**config.mk**
```make
export PLATFORM = sky130hd
export DESIGN_NAME = seg_display_arbiter
export DESIGN_NICKNAME = d
export VERILOG_FILES = /design/src/rtl/seg_display_arbiter.sv
export SDC_FILE = /design/constraint.sdc
export NUM_CORES = 1
export LEC_CHECK = 0
export CAP_MARGIN = 0
export CORE_AREA = 2 2 131 133
export CTS_CLUSTER_DIAMETER = 100
export DETAILED_ROUTE_END_ITERATION = 12
export DIE_AREA = 0 0 133 135
export PLACE_DENSITY = 0.66
export SETUP_SLACK_MARGIN = 0.15
export SLEW_MARGIN = 20
export SYNTH_ARGS = -nofsm -noshare
export SYNTH_HDL_FRONTEND = slang
export SYNTH_SLANG_ARGS = --single-unit
```
**constraint.sdc**
```tcl
create_clock -name clk -period 2.2 [get_ports clk]
set_input_delay 0.44 -clock clk [delete_from_list [all_inputs] [get_ports clk]]
set_output_delay 0.44 -clock clk [all_outputs]
set_load 0.02 [all_outputs]
```
**src/rtl/seg_display_arbiter.sv**
```systemverilog
// Round-robin owner selection for a shared 8-digit 7-segment driver, with a minimum dwell per grant.
// Optional blinking of the owner's frame is compiled in with SEG_ARB_BLINK_EN.
module seg_display_arbiter #(
  parameter logic [15:0] HOLD_TICKS = 16'd50000,
  parameter logic [15:0] BLINK_HALF = 16'd25000,
  parameter logic [7:0]  BLANK      = 8'hFF
) (
  input  logic        clk,
  input  logic        rst,
  input  logic [3:0]  req,
  input  logic [63:0] frame0,
  input  logic [63:0] frame1,
  input  logic [63:0] frame2,
  input  logic [63:0] frame3,
  input  logic [3:0]  blink,
  output logic [3:0]  grant,
  output logic        busy,
  output logic        switch_pulse,
  output logic [7:0]  o0,
  output logic [7:0]  o1,
  output logic [7:0]  o2,
  output logic [7:0]  o3,
  output logic [7:0]  o4,
  output logic [7:0]  o5,
  output logic [7:0]  o6,
  output logic [7:0]  o7
);

  localparam logic [15:0] HOLD_EFF_C  = (HOLD_TICKS == 16'd0) ? 16'd1 : HOLD_TICKS;
  localparam logic [15:0] HOLD_LAST_C = HOLD_EFF_C - 16'd1;
  localparam logic [63:0] BLANK_ALL_C = {8{BLANK}};

  typedef enum logic [1:0] {
    ST_IDLE = 2'd0,
    ST_HOLD = 2'd1,
    ST_OPEN = 2'd2
  } state_t;

  state_t      state_r;
  logic [3:0]  grant_r;
  logic        busy_r;
  logic        switch_pulse_r;
  logic [1:0]  rr_last_r;
  logic [15:0] hold_cnt_r;
  logic [63:0] disp_r;

  logic [3:0]  cand_s;
  logic [2:0]  pick_s;
  logic        owner_req_s;
  logic        take_s;
  logic [63:0] frame_sel_s;
  logic        visible_s;

  // Scan last+1, last+2, ... (mod 4); the lowest offset that is a candidate wins. Returns {valid, index}.
  function automatic logic [2:0] rr_pick(input logic [3:0] cand, input logic [1:0] last);
    logic [2:0] res;
    logic [1:0] idx;
    res = 3'b000;
    for (int i = 4; i >= 1; i--) begin
      idx = last + i[1:0];
      if (cand[idx]) begin
        res = {1'b1, idx};
      end else begin
        res = res;
      end
    end
    return res;
  endfunction

  function automatic logic [3:0] onehot(input logic [1:0] idx);
    return 4'b0001 << idx;
  endfunction

  function automatic logic [15:0] sat_inc(input logic [15:0] v);
    return (v == 16'hFFFF) ? v : v + 16'd1;
  endfunction

  // Arbitration candidates, the round-robin winner and whether a new grant is taken this edge.
  always_comb begin
    cand_s      = 4'b0000;
    pick_s      = 3'b000;
    owner_req_s = |(req & grant_r);
    take_s      = 1'b0;
    if (state_r == ST_IDLE) begin
      cand_s = req;
    end else begin
      cand_s = req & ~grant_r;
    end
    pick_s = rr_pick(cand_s, rr_last_r);
    case (state_r)
      ST_IDLE: take_s = pick_s[2];
      ST_HOLD: take_s = pick_s[2] && owner_req_s && (hold_cnt_r == HOLD_LAST_C);
      ST_OPEN: take_s = pick_s[2] && owner_req_s;
      default: take_s = 1'b0;
    endcase
  end

  // Grant FSM: an owner drop always wins over a competing request in the same cycle.
  always_ff @(posedge clk) begin
    if (rst) begin
      state_r        <= ST_IDLE;
      grant_r        <= 4'b0000;
      busy_r         <= 1'b0;
      switch_pulse_r <= 1'b0;
      rr_last_r      <= 2'd3;
      hold_cnt_r     <= 16'd0;
    end else begin
      switch_pulse_r <= 1'b0;
      if (take_s) begin
        grant_r        <= onehot(pick_s[1:0]);
        busy_r         <= 1'b1;
        rr_last_r      <= pick_s[1:0];
        hold_cnt_r     <= 16'd0;
        switch_pulse_r <= 1'b1;
        state_r        <= ST_HOLD;
      end else begin
        case (state_r)
          ST_IDLE: begin
            state_r <= ST_IDLE;
          end
          ST_HOLD: begin
            if (!owner_req_s) begin
              grant_r    <= 4'b0000;
              busy_r     <= 1'b0;
              hold_cnt_r <= 16'd0;
              state_r    <= ST_IDLE;
            end else if (hold_cnt_r == HOLD_LAST_C) begin
              hold_cnt_r <= sat_inc(hold_cnt_r);
              state_r    <= ST_OPEN;
            end else begin
              hold_cnt_r <= hold_cnt_r + 16'd1;
            end
          end
          ST_OPEN: begin
            if (!owner_req_s) begin
              grant_r    <= 4'b0000;
              busy_r     <= 1'b0;
              hold_cnt_r <= 16'd0;
              state_r    <= ST_IDLE;
            end else begin
              hold_cnt_r <= sat_inc(hold_cnt_r);
            end
          end
          default: begin
            grant_r <= 4'b0000;
            busy_r  <= 1'b0;
            state_r <= ST_IDLE;
          end
        endcase
      end
    end
  end

  // Frame belonging to the current owner; blank when idle.
  always_comb begin
    frame_sel_s = BLANK_ALL_C;
    case (grant_r)
      4'b0001: frame_sel_s = frame0;
      4'b0010: frame_sel_s = frame1;
      4'b0100: frame_sel_s = frame2;
      4'b1000: frame_sel_s = frame3;
      default: frame_sel_s = BLANK_ALL_C;
    endcase
  end

`ifdef SEG_ARB_BLINK_EN
  localparam logic [15:0] BLINK_EFF_C  = (BLINK_HALF == 16'd0) ? 16'd1 : BLINK_HALF;
  localparam logic [15:0] BLINK_LAST_C = BLINK_EFF_C - 16'd1;

  logic [15:0] blink_cnt_r;
  logic        blink_hidden_r;

  // Blink phase restarts visible on every new grant and runs only while someone owns the display.
  always_ff @(posedge clk) begin
    if (rst) begin
      blink_cnt_r    <= 16'd0;
      blink_hidden_r <= 1'b0;
    end else if (take_s) begin
      blink_cnt_r    <= 16'd0;
      blink_hidden_r <= 1'b0;
    end else if (grant_r != 4'b0000) begin
      if (blink_cnt_r == BLINK_LAST_C) begin
        blink_cnt_r    <= 16'd0;
        blink_hidden_r <= ~blink_hidden_r;
      end else begin
        blink_cnt_r <= blink_cnt_r + 16'd1;
      end
    end else begin
      blink_cnt_r <= blink_cnt_r;
    end
  end

  // Hidden phase only matters when the owner itself asks to blink.
  always_comb begin
    visible_s = 1'b1;
    if ((|(blink & grant_r)) && blink_hidden_r) begin
      visible_s = 1'b0;
    end else begin
      visible_s = 1'b1;
    end
  end
`else
  logic blink_unused_s;

  // Blinking is not built in: the frame is always shown.
  always_comb begin
    visible_s = 1'b1;
  end

  assign blink_unused_s = ^{blink, BLINK_HALF};
`endif

  // Digit outputs trail the grant by one cycle and follow live frame updates.
  always_ff @(posedge clk) begin
    if (rst) begin
      disp_r <= BLANK_ALL_C;
    end else if (visible_s) begin
      disp_r <= frame_sel_s;
    end else begin
      disp_r <= BLANK_ALL_C;
    end
  end

  assign grant        = grant_r;
  assign busy         = busy_r;
  assign switch_pulse = switch_pulse_r;
  assign o0 = disp_r[63:56];
  assign o1 = disp_r[55:48];
  assign o2 = disp_r[47:40];
  assign o3 = disp_r[39:32];
  assign o4 = disp_r[31:24];
  assign o5 = disp_r[23:16];
  assign o6 = disp_r[15:8];
  assign o7 = disp_r[7:0];

endmodule

```
==> impl_table.tex <==
\begin{tabular}{lr}
\hline
Metric & Value \\
\hline
\multicolumn{2}{l}{\textbf{Route}} \\
Detailed-route via count & around 5,600 \\
Highest Signal Layer & met5 \\
Metal2 WL & about 11 mm \\
Antenna Nets Post-Route & 0 \\
DRC marker count from the first detailed-route iteration & roughly 330 \\
Vias per Instance & about 5.3 \\
Remaining DRCs & 0 \\
Routed wire length & 23.3 mm \\
Sum of routed wire segments on met1 & between 9 and 10 mm \\
Average wire per cell in the routed design & 21.8 microns \\
Router iterations before antenna repair & 6 \\
Detailed-routed wire length on met3 & approximately 1.8 mm \\
\multicolumn{2}{l}{\textbf{Synth}} \\
Post-synthesis share of cell area spent on and, or, nand and nor gates & 0.176 \\
Synthesized area per cell & between 8 and 9 sq um \\
Compound-Gate Fraction of Synth Area & 0.341 \\
Seq/Total Area, Yosys & 0.410 \\
Post-synth design cell area & $\sim$0.0044 sq mm \\
Largest cells by area after synthesis & dfxtp\_1, a22oi\_1, nand3\_1 \\
Yosys cell types & between 50 and 60 \\
Ys Warns & 0 \\
Most common cell in the netlist & a22oi\_1 \\
Flip-flop and latch count after synthesis & 90 \\
Cell taking the most area after synthesis & dfxtp\_1 \\
Post-synthesis async set-or-reset flop share & 0 \\
Adder-cell share of the synthesized area & 0.0142 \\
Area share of xor/xnor cells in the synthesized design & 0.00199 \\
Most frequently used flop master after synthesis & dfxtp\_1 \\
Mux contribution to synthesized area & 0 \\
Top-area cell type share of the netlist area & 0.410 \\
Cell count after synthesis & 495 \\
Leading cell types by count after synthesis & a22oi\_1, dfxtp\_1, nand3\_1 \\
Net count after synthesis & between 700 and 800 \\
EDFF count, synth & 0 \\
Main combinational cell family by area after synthesis & compound AO/OA/AOI/OAI gates \\
\multicolumn{2}{l}{\textbf{Clock network}} \\
Root Driver & clkbuf\_16 \\
Level count of the clock H-tree & 3 \\
Maximum count of clock buffers along a single path & 2 \\
CTS sink cnt & 90 \\
Number of buffers inserted during clock tree synthesis & 9 \\
Clock slew seen by the registers of the worst setup and hold paths & around 60 ps \\
TritonCTS clock tree & yes \\
Clk\_lat worst skew & about 350 ps \\
Hold-fix buffers at CTS & 0 \\
\multicolumn{2}{l}{\textbf{GRT}} \\
Combined global-route utilization of all metal layers & 0.247 \\
Via count of the first global-routing pass & between 5,000 and 6,000 \\
Global-route wire length before repair & between 30 and 40 mm \\
Final global-route overflow total & 0 \\
Initial antenna violation count & 2 \\
Pin count of the biggest net entering global routing & 62 \\
\multicolumn{2}{l}{\textbf{STA}} \\
Count of final hold-check violations & 0 \\
Worst rel slew slack & 0.635 \\
Unrepaired setup endpoints after global routing & yes \\
Period utilization & 0.941 \\
Fin. max-slew vios & 0 \\
Setup violation total in the final timing report & 0 \\
Worst clock skew & slightly above 4 ps \\
Worst Max-Slew Pin Slew & approximately 550 ps \\
Highest Clock Rate & about 480 MHz \\
Post-layout minimum cycle time & approximately 2100 ps \\
Setup TNS after final layout & 0 ps \\
Post-route worst setup slack & 130 ps \\
\multicolumn{2}{l}{\textbf{Finish}} \\
Area added between synthesis and finish & 97.7\% \\
Non-filler cells, final & roughly 1,100 \\
Post-route cell area & between 0.008 and 0.009 sq mm \\
Antenna fix cells & 0 \\
Register area & $\sim$0.0018 sq mm \\
Layout cell share with drive strength beyond 1 & 0.132 \\
Area of the multi-input gates & between 0.002 and 0.0025 sq mm \\
Filler Cells Inserted & roughly 1,500 \\
Number of nets in the finished design & between 1,000 and 1,500 \\
\multicolumn{2}{l}{\textbf{Die}} \\
Number of I/O pins & 336 \\
Die area & between 0.015 and 0.02 sq mm \\
Std-Cell Rows & 47 \\
Die Span X & roughly 130 microns \\
Floorplan Core Area & $\sim$0.016 sq mm \\
Die Y-Extent & roughly 140 microns \\
Initial cell density of the core & 0.268 \\
\multicolumn{2}{l}{\textbf{Worst setup path}} \\
Type of origin of the critical path & flip-flop \\
Data required time of the worst path & around 2500 ps \\
Critical setup path kind & reg -> reg \\
Category of the worst setup path capture point & flip-flop \\
Arrival time at the worst endpoint & between 2000 and 2500 ps \\
Worst-path fanout max & 8 \\
\multicolumn{2}{l}{\textbf{Placed design}} \\
Detailed-placement wirelength estimate & approximately 19 mm \\
Count of port buffers added during placement & 331 \\
DP Area & 0.00826 sq mm \\
Worst slack at placement & -206 ps \\
Placer Congestion & roughly 0.96 \\
Cell Count Post-Placement & 1,048 \\
\multicolumn{2}{l}{\textbf{Power and ir drop}} \\
Peak VDD IR & about 0.43 mV \\
Power density over the cells & around 660 mW/mm\^{}2 \\
Post-layout power & around 5700 uW \\
Static Leak & roughly 0.003 uW \\
\multicolumn{2}{l}{\textbf{Run status}} \\
Outcome & finished clean \\
\multicolumn{2}{l}{\textbf{Hold path}} \\
Type of the worst min-delay path & reg -> reg \\
\multicolumn{2}{l}{\textbf{Job}} \\
Max-cap viol count & 0 \\
\hline
\end{tabular}
## layout make-up
class | instances | area share
multi-input combinational | 350 | 0.284
clock inverter | 6 | 0.00475
timing repair buffer | 384 | 0.440
sequential | 90 | 0.208
tap | 220 | 0.0317
clock buffer | 10 | 0.0275
inverter | 9 | 0.00389
## metal layers
layer  track usage  vias up
met2         0.406      298
met5             0        -
met1         0.326     2659
met4        0.0669        2
met3        0.0578       24
li1              -     2655
## cell families after synthesis
family / Yosys count
AOI/OAI and AO/OA: 204
and+or+nand+nor: 140
DFF: 90
buffers and inverters: 55
adders and majority gates: 5
xor gates and xnor gates: 1
## final timing paths
kind                            slack [ps]        to       start  cells after the start
worst min-delay path                   490      busy        busy                      2
worst min register to register         490      busy        busy                      2
worst max-delay path                   130  grant[0]  state_r[0]                      9
worst max register to register         130  grant[0]  state_r[0]                      9
## state kept, by name, summed over array words and instances, names as in the netlist
register and cells:
rr_last_r 2, hold_cnt_r 16, busy 1, grant 4, switch_pulse 1, disp_r 64, state_r 2
## timing repair
action / 4_1_cts / 5_1_grt
gates resized for setup: 13 / 20
pin swaps: 5 / 12
endpoints found under the setup margin: 9 / 19
cloned: 0 / 0
buffers inserted: 2 / 3
## worst max-delay path: stages (launching register included)
cell and delay (ps):
dfxtp_2 320, inv_2 70, ha_4 160, and2b_2 240, a2bb2oi_1 160, a31oi_1 260, nand2_2 120, buf_6 160
or3b_1 380, a21oi_1 140
## metrics by stage
step,util,hold slack [ps]
final,0.530,493
after global placement,0.504,470
after detailed placement,0.504,484
after floorplan,-,452
after CTS,0.524,493
after global routing,0.530,512
## power by group
group | switching, uW | total, uW | leakage (uW) | internal (uW)
Clock | 680 | 1480 | 0.000131 | 797
Combinational | 1150 | 2310 | 0.00210 | 1160
Sequential | 84.9 | 1960 | 0.000741 | 1870
Total | 1920 | 5750 | 0.00297 | 3830
## cells in the final DEF (no fill, tap or decap), types with 4 or more instances in the layout
cell             count
dfxtp_2              5
nor3_1               7
nand3_1             69
nand4_1              6
dfxtp_1             85
buf_12               8
a31oi_1              5
nor4_1               4
a22oi_1            129
buf_4               44
a21oi_1             23
clkbuf_16            9
o21ai_0             14
clkdlybuf4s50_1    329
nand2_1              7
o211ai_1             5
nor2_1              12
inv_1                6
Power figures use the tool's default switching activity.
